--- src/rtl/outser_pkg.sv ---
// Shared definitions for the AXI-Stream output serializer.
// Contents:
//   sum_width()  - width of one PE result lane.
//   wide_width() - width of one wide result word (all lanes).
//   ceil_div()   - rounded-up integer division, used to size the beat count.
//   ST_IDLE / ST_SEND - serializer FSM state encoding.
package outser_pkg;

    // Width of one accumulated lane: pixel * weight product plus kernel growth bits.
    function automatic int sum_width(input int data_w, input int weight_w, input int kernel);
        return data_w + weight_w + kernel;
    endfunction

    // Width of the wide word carrying all KERNEL_SIZE lanes side by side.
    function automatic int wide_width(input int data_w, input int weight_w, input int kernel);
        return sum_width(data_w, weight_w, kernel) * kernel;
    endfunction

    // Integer division rounded up.
    function automatic int ceil_div(input int num, input int den);
        return (num + den - 1) / den;
    endfunction

    localparam logic [0:0] ST_IDLE = 1'b0;
    localparam logic [0:0] ST_SEND = 1'b1;

endpackage

--- src/rtl/axis_beat_select.sv ---
// Combinational beat extractor for the output serializer.
// Build option: OUTSER_LANE_ALIGN_EN
//   undefined - dense packing: beat k = bits [k*BUS_WIDTH +: BUS_WIDTH] of the
//               word, zero-padded above the word width.
//   defined   - lane aligned: beat k = lane k sign-extended to BUS_WIDTH.
// Ports:
//   word - wide result word (KERNEL_SIZE lanes of SUM_WIDTH bits).
//   beat - beat index to present.
//   data - selected BUS_WIDTH-bit beat; zero for an index beyond BEATS-1.
module axis_beat_select #(
    parameter int SUM_WIDTH   = 19,
    parameter int KERNEL_SIZE = 3,
    parameter int BUS_WIDTH   = 32,
    parameter int BEATS       = 2,
    parameter int BEAT_W      = 1
) (
    input  logic [SUM_WIDTH*KERNEL_SIZE-1:0] word,
    input  logic [BEAT_W-1:0]                beat,
    output logic [BUS_WIDTH-1:0]             data
);

    logic [BUS_WIDTH-1:0] slices [BEATS];

`ifdef OUTSER_LANE_ALIGN_EN
    if (SUM_WIDTH > BUS_WIDTH) begin : g_lane_too_wide
        $error("axis_beat_select: SUM_WIDTH exceeds BUS_WIDTH in lane-aligned mode");
    end

    // The size cast of a signed operand sign-extends each lane to the bus width.
    for (genvar k = 0; k < BEATS; k++) begin : g_lane
        assign slices[k] = BUS_WIDTH'($signed(word[k*SUM_WIDTH +: SUM_WIDTH]));
    end
`else
    localparam int PAD_W = BEATS * BUS_WIDTH;

    logic [PAD_W-1:0] padded;

    // Zero extension supplies the padding of the final, partially filled beat.
    assign padded = PAD_W'(word);

    for (genvar k = 0; k < BEATS; k++) begin : g_dense
        assign slices[k] = padded[k*BUS_WIDTH +: BUS_WIDTH];
    end
`endif

    // Beat multiplexer; indices past the last beat read as zero.
    always_comb begin
        data = {BUS_WIDTH{1'b0}};
        if ({1'b0, beat} < (BEAT_W + 1)'(BEATS)) begin
            data = slices[beat];
        end else begin
            data = {BUS_WIDTH{1'b0}};
        end
    end

endmodule

--- src/rtl/axis_output_serializer.sv ---
// AXI-Stream output serializer: takes one wide PE result word from the output
// FIFO and sends it as BEATS bus-width beats toward the DMA, LSB first.
// m_axis_tlast marks the last beat of the last word of each FRAME_WORDS frame.
// Build option: OUTSER_LANE_ALIGN_EN (one sign-extended lane per beat).
// Ports:
//   clk, rst        - clock, asynchronous active-high reset.
//   s_axis_*        - wide word input (tdata, tvalid, tready).
//   m_axis_*        - outgoing beat stream (tdata, tvalid, tready, tlast).
//   busy            - a word is held and being sent.
module axis_output_serializer
    import outser_pkg::*;
#(
    parameter int KERNEL_SIZE  = 3,
    parameter int DATA_WIDTH   = 8,
    parameter int WEIGHT_WIDTH = 8,
    parameter int BUS_WIDTH    = 32,
    parameter int FRAME_WORDS  = 14
) (
    input  logic                                                    clk,
    input  logic                                                    rst,
    input  logic [wide_width(DATA_WIDTH, WEIGHT_WIDTH, KERNEL_SIZE)-1:0] s_axis_tdata,
    input  logic                                                    s_axis_tvalid,
    output logic                                                    s_axis_tready,
    output logic [BUS_WIDTH-1:0]                                    m_axis_tdata,
    output logic                                                    m_axis_tvalid,
    input  logic                                                    m_axis_tready,
    output logic                                                    m_axis_tlast,
    output logic                                                    busy
);

    localparam int SUM_W  = sum_width(DATA_WIDTH, WEIGHT_WIDTH, KERNEL_SIZE);
    localparam int WIDE_W = wide_width(DATA_WIDTH, WEIGHT_WIDTH, KERNEL_SIZE);
`ifdef OUTSER_LANE_ALIGN_EN
    localparam int BEATS  = KERNEL_SIZE;
`else
    localparam int BEATS  = ceil_div(WIDE_W, BUS_WIDTH);
`endif
    localparam int BEAT_W = (BEATS > 1) ? $clog2(BEATS) : 1;
    localparam int WORD_W = (FRAME_WORDS > 1) ? $clog2(FRAME_WORDS) : 1;
    localparam logic [BEAT_W-1:0] LAST_BEAT = BEAT_W'(BEATS - 1);
    localparam logic [WORD_W-1:0] LAST_WORD = WORD_W'(FRAME_WORDS - 1);

    logic [0:0]           state;
    logic [0:0]           state_next;
    logic [BEAT_W-1:0]    beat;
    logic [BEAT_W-1:0]    beat_next;
    logic [WORD_W-1:0]    word_cnt;
    logic [WORD_W-1:0]    word_next;
    logic [WIDE_W-1:0]    hold;
    logic [WIDE_W-1:0]    hold_next;
    logic [BUS_WIDTH-1:0] sel_data;
    logic                 tvalid_next;
    logic                 tlast_next;
    logic                 data_load;
    logic                 handshake;
    logic                 last_beat;

    assign handshake = m_axis_tvalid && m_axis_tready;
    assign last_beat = (beat == LAST_BEAT);

    // A new word is taken when idle or in the same cycle the final beat leaves,
    // which removes the bubble between consecutive words.
    assign s_axis_tready = !rst && ((state == ST_IDLE) || (handshake && last_beat));

    // Next-state, counter and holding-register update for the serializer FSM.
    always_comb begin
        state_next  = state;
        beat_next   = beat;
        word_next   = word_cnt;
        hold_next   = hold;
        tvalid_next = m_axis_tvalid;
        data_load   = 1'b0;
        case (state)
            ST_IDLE: begin
                if (s_axis_tvalid) begin
                    state_next  = ST_SEND;
                    hold_next   = s_axis_tdata;
                    beat_next   = {BEAT_W{1'b0}};
                    tvalid_next = 1'b1;
                    data_load   = 1'b1;
                end else begin
                    tvalid_next = 1'b0;
                end
            end
            ST_SEND: begin
                if (handshake && !last_beat) begin
                    beat_next = beat + BEAT_W'(1);
                    data_load = 1'b1;
                end else if (handshake) begin
                    word_next = (word_cnt == LAST_WORD) ? {WORD_W{1'b0}} : word_cnt + WORD_W'(1);
                    if (s_axis_tvalid) begin
                        hold_next = s_axis_tdata;
                        beat_next = {BEAT_W{1'b0}};
                        data_load = 1'b1;
                    end else begin
                        state_next  = ST_IDLE;
                        tvalid_next = 1'b0;
                    end
                end else begin
                    // Stalled: beat, data and tlast stay exactly as they are.
                    state_next = ST_SEND;
                end
            end
            default: begin
                state_next  = ST_IDLE;
                tvalid_next = 1'b0;
            end
        endcase
    end

    // tlast is derived from the beat/word that will be on the bus next cycle.
    assign tlast_next = tvalid_next && (beat_next == LAST_BEAT) && (word_next == LAST_WORD);

    axis_beat_select #(
        .SUM_WIDTH   (SUM_W),
        .KERNEL_SIZE (KERNEL_SIZE),
        .BUS_WIDTH   (BUS_WIDTH),
        .BEATS       (BEATS),
        .BEAT_W      (BEAT_W)
    ) u_beat_select (
        .word (hold_next),
        .beat (beat_next),
        .data (sel_data)
    );

    // State, counters, holding register and registered stream outputs.
    always_ff @(posedge clk or posedge rst) begin
        if (rst) begin
            state         <= ST_IDLE;
            beat          <= {BEAT_W{1'b0}};
            word_cnt      <= {WORD_W{1'b0}};
            hold          <= {WIDE_W{1'b0}};
            m_axis_tvalid <= 1'b0;
            m_axis_tlast  <= 1'b0;
            m_axis_tdata  <= {BUS_WIDTH{1'b0}};
            busy          <= 1'b0;
        end else begin
            state         <= state_next;
            beat          <= beat_next;
            word_cnt      <= word_next;
            hold          <= hold_next;
            m_axis_tvalid <= tvalid_next;
            m_axis_tlast  <= tlast_next;
            busy          <= tvalid_next;
            if (data_load) begin
                m_axis_tdata <= sel_data;
            end
        end
    end

endmodule

--- config.mk ---
export PLATFORM = sky130hd
export DESIGN_NAME = axis_output_serializer
export DESIGN_NICKNAME = d
export VERILOG_FILES = /design/src/rtl/outser_pkg.sv /design/src/rtl/axis_beat_select.sv /design/src/rtl/axis_output_serializer.sv
export SDC_FILE = /design/constraint.sdc
export NUM_CORES = 1
export LEC_CHECK = 0
export ABC_AREA = 0
export CORE_MARGIN = 2
export CORE_UTILIZATION = 60
export CTS_CLUSTER_SIZE = 28
export DETAILED_ROUTE_END_ITERATION = 16
export DONT_BUFFER_PORTS = 1
export GPL_TIMING_DRIVEN = 0
export HOLD_SLACK_MARGIN = 0.03
export PLACE_DENSITY = 0.76
export REMOVE_ABC_BUFFERS = 1
export SYNTH_ARGS = -nofsm -noshare
export SYNTH_HDL_FRONTEND = slang
export SYNTH_SLANG_ARGS = --single-unit
--- constraint.sdc ---
create_clock -name clk -period 4.1 [get_ports clk]
set_clock_uncertainty 0.1 [all_clocks]
set_input_delay 0.82 -clock clk [delete_from_list [all_inputs] [get_ports clk]]
set_output_delay 0.82 -clock clk [all_outputs]
set_load 0.05 [all_outputs]
* Yosys cells after proc, flatten, opt, wreduce, memory -nomap -nowiden
Cells that the tools add are included.
** Word-level totals
- Word-level logic and storage cells :: 49
- Output and inout bits :: 36
- Input bits :: 61
- Bits in registers :: 97
** Operators by class
- $lt $le $gt $ge :: 1
- Eq/ne operators :: 2
- Multiplexer cells :: 26
- Add/subtract/negate cells :: 2
- Bitwise gates (word level) :: 2
- Reductions and logical operators :: 9
** Operators with widths (number)
- $mux 57 :: 3
- $pmux 57 s2 :: 1
- $mux 32 :: 3
- $mux 4 :: 4
- $mux 1 :: 11
- $eq 4x4->1 const B :: 2
- $pmux 1 s2 :: 4
- $logic_and 1x1->1 :: 6
- $add 4x1->4 const B :: 1
- $ge 2x2->1 const B :: 1
- $logic_not 1->1 :: 2
- $not 1->2 :: 1
- $add 1x1->1 const B :: 1
- $logic_or 1x1->1 :: 1
- $not 1->1 :: 1

* Logic depth before layout (Yosys ltp)
- Depth in word-level cells :: 8
- Gate-level depth with buffers :: 6

* Hierarchy
From an unflattened synthesis, not the netlist that was laid out.
** Second synthesis, totals
- Cell total of the unflattened synthesis :: 266
- Area total of the unflattened synthesis :: 4485.6 um2
** Modules (own cells, without submodules)
- axis_output_serializer :: times used 1, sequential area each 2427.3 um2, area an instance 4011.3 um2, cells an instance 230
- axis_beat_select :: times used 1, sequential area each 0.0 um2, area an instance 474.2 um2, cells an instance 36

* Least setup slack after synthesis
Ideal clock, no wire load.
- Path kind :: in2out
- Start point :: input port m_axis_tready
- End point :: output port s_axis_tready
- Cell stages on the path :: 2
- Setup slack :: 1432 ps
- Arrival time :: 1748 ps
- Path through :: nand3_2 a21oi_1
** Between the ends
- Longest elaborated chain between the ends :: 4
** RTL lines
- start, declared :: line axis_output_serializer.sv:26 : input logic m_axis_tready,
- $logic_and 1x1->1 :: line axis_output_serializer.sv:58 : assign handshake = m_axis_tvalid && m_axis_tready;
- $logic_and 1x1->1 :: line axis_output_serializer.sv:63 : assign s_axis_tready = !rst && ((state == ST_IDLE) || (handshake && last_beat));
- $logic_or 1x1->1 :: line axis_output_serializer.sv:63
- $logic_and 1x1->1 :: line axis_output_serializer.sv:63
- end, declared :: line axis_output_serializer.sv:23 : output logic s_axis_tready,
No other way between the ends.

==> impl_metrics.ini <==
[run_status]
outcome = completed

[clocking]
cts.sinks = 65
cts_made_buffers = 9
cts_buffer_depth = 2
cts.clk_slew.worst_paths_ns = 0.06
cts_resized = 0
postCtsSetupBuffers = 0
insertion_delay_ns = 0.32
root_buffer = clkbuf_8
h-tree-depth = 3
cts_hold_buf = 0
cts_tree = built

[global_route]
overflow = 0
grt_start_max_net_pins = 38
first_global_vias = 1832
grt_pass1_wl_mm = 8.85
use_met2_pct = 38.3
busiest_layer = met2
grt_usage_pct = 23.1
met1_usage_pct = 27.5
use_met3_pct = 7.55
antenna_found_initial = 0

[route]
viasPerCell = 6.73
route.detailed.drc = 0
drtPass1Iterations = 4
ant_nets = 0
vias = 1677
drtIter0Drc = 72
wl_per_cell_um = 21.9
wirelength_mm = 5.45

[synthesis]
synthCells = 198
synth.cell_area_um2 = 2690
synth_ff_type = dfrtp_1
netlist.top_cell.by_area = dfrtp_1
yosys.cell_types.count = 27
synth_edf_count = 0
yosys_register_bits = 65
syn_area_per_cell_um2 = 13.6
netlist.area_leader.share_pct = 60.5
synthArstFlopShare_pct = 100
ys_warn_count = 0
ys_seq_area_share_pct = 60.5
yosys-top-cells-area = dfrtp_1 (61%), mux2_2 (11%), a221o_1 (9.3%), and3_1 (5.8%), a22o_1 (2.6%)

[sta]
rsz0062_at_grt = false
min_period_over_period_pct = 85.9
hold_viol_final = 0
setup-violations-final = 0
relSlewSlack_pct = 29.4
min_period_ns = 3.52
fin_hold_ws_ns = 0.360
maxSlewViolCount = 0
fin_ws_ns = 0.578
worst_pin_slew_ns = 1.06
max_freq_ghz = 0.284

[critical_path]
cp_max_fo = 7
end_kind = primary output
crit_arrival_ns = 2.60
cp-start-kind = flop
timing.reg2reg.setup_slack_ns = 1.05
required_ns = 3.18
crit_type = reg -> out

[floorplan]
dieArea_um2 = 5030
initial_core_util_pct = 62.1
rows = 24
die_w_um = 70.9
core_um2 = 4320
pin_count = 97
die_y_um = 70.9

[placed_design]
dp_hpwl_mm = 3.81
post-place-ws_ns = 0.922
port_buffers = 0
place_congestion = 0.770

[power_and_ir_drop]
p_leak_nw = 1.37
ir_drop_v = 0.000414
powerDensity_nw_per_um2 = 931

[job]
maxCapViolations = 0

[finish]
drive_gt1_share_pct = 24.4
diodes = 0
final_nets = 253
syn_to_final_growth_pct = 7.45
fillCellCount = 339

[worst_hold_path]
hold_class = in -> async
-- cells by family (layout without fill, tap and decap cells) --
| kind of cell | count (synthesis) | count (layout) | share of synthesized area (%) |
|---|---|---|---|
| flip-flops | 65 | 65 | 60.5 |
| XOR/XNOR | 2 | 2 | 0.652 |
| buffers and inverters | 24 | 23 | 4.98 |
| AO/OA/AOI/OAI | 46 | 46 | 14.8 |
| multiplexers | 26 | 26 | 10.9 |
| AND/OR/NAND/NOR | 35 | 35 | 8.10 |
-- final cells by class --
cell class	count	area, um2	area share (%)
Inverter	4	15.0	0.520
Sequential cell	65	1630	56.4
Clock buffer	13	159	5.50
Clock inverter	3	15.0	0.520
Timing Repair Buffer	3	62.6	2.17
Multi-Input combinational cell	109	943	32.7
Tap cell	52	65.1	2.25
-- Yosys cell counts (all sizes together) (2+ instances only) --
| cell | n |
|---|---|
| clkbuf | 7 |
| buf | 13 |
| and3 | 25 |
| a21oi | 4 |
| nand3 | 3 |
| a22o | 8 |
| dfrtp | 65 |
| mux2 | 26 |
| nand4 | 2 |
| o21ai | 4 |
| a221o | 25 |
| inv | 4 |
-- power breakdown --
part / total [mW] / internal (mW) / switching (mW)
registers: 1.61 / 0.919 / 0.692
logic: 0.613 / 0.330 / 0.282
clock network: 0.465 / 0.250 / 0.215
total: 2.69 / 1.50 / 1.19
-- path summary, 6_finish.rpt --
path                          start               end  depth (start not counted)
max                            busy     s_axis_tready                          2
min                             rst              busy                          1
max reg2reg                    busy   m_axis_tdata[8]                          4
min reg2reg                hold[43]          hold[43]                          1
max in group asynchronous       rst  m_axis_tdata[14]                          2
min in group clk           hold[43]          hold[43]                          1
-- through the flow --
stage	std cells	setup TNS [ns]	area, um2	total power, mW	util, %
after CTS	249	0	2890	2.71	66.8
after detailed placement	233	0	2710	2.23	62.7
after global placement	230	-53.94	2630	2.15	60.9
after floorplan	178	-6.66	2570	2.03	-
after global routing	249	0	2890	2.83	66.8
final	249	0	2890	2.69	66.8
-- worst max-delay path, stage by stage (launching register included) --
cell     delay, ns
dfrtp_1       0.98
nand3_2       0.36
a21oi_1       0.93
-- per-layer routing --
layer	vias to the layer above	share of wire, %	routed length, um
li1	739	-	-
met1	850	40	2170
met2	80	51	2810
met3	8	7.4	404
met4	0	1.3	70
met5	-	0	0
-- cells in the final DEF (no fill, tap or decap), drive strengths merged --
cell type  instances
a221o             25
a21oi              4
nor2               1
and3              25
xnor2              1
inv                4
nor2b              1
nand2              1
nand3              3
a21o               1
a22o               8
o22ai              1
nor4               1
a21boi             1
o21a               1
o21ai              4
and2               1
nand4              2
mux2              26
buf                3
clkinv             3
xor2               1
clkbuf            13
dfrtp             65
o41ai              1
-- flip-flops by register name, summed over array words and instances, names as in the netlist --
| signal | flops |
|---|---|
| state | 1 |
| beat | 1 |
| busy | 1 |
| m_axis_tlast | 1 |
| hold | 25 |
| word_cnt | 4 |
| m_axis_tdata | 32 |
No activity file was read; power rests on OpenSTA's default activity.
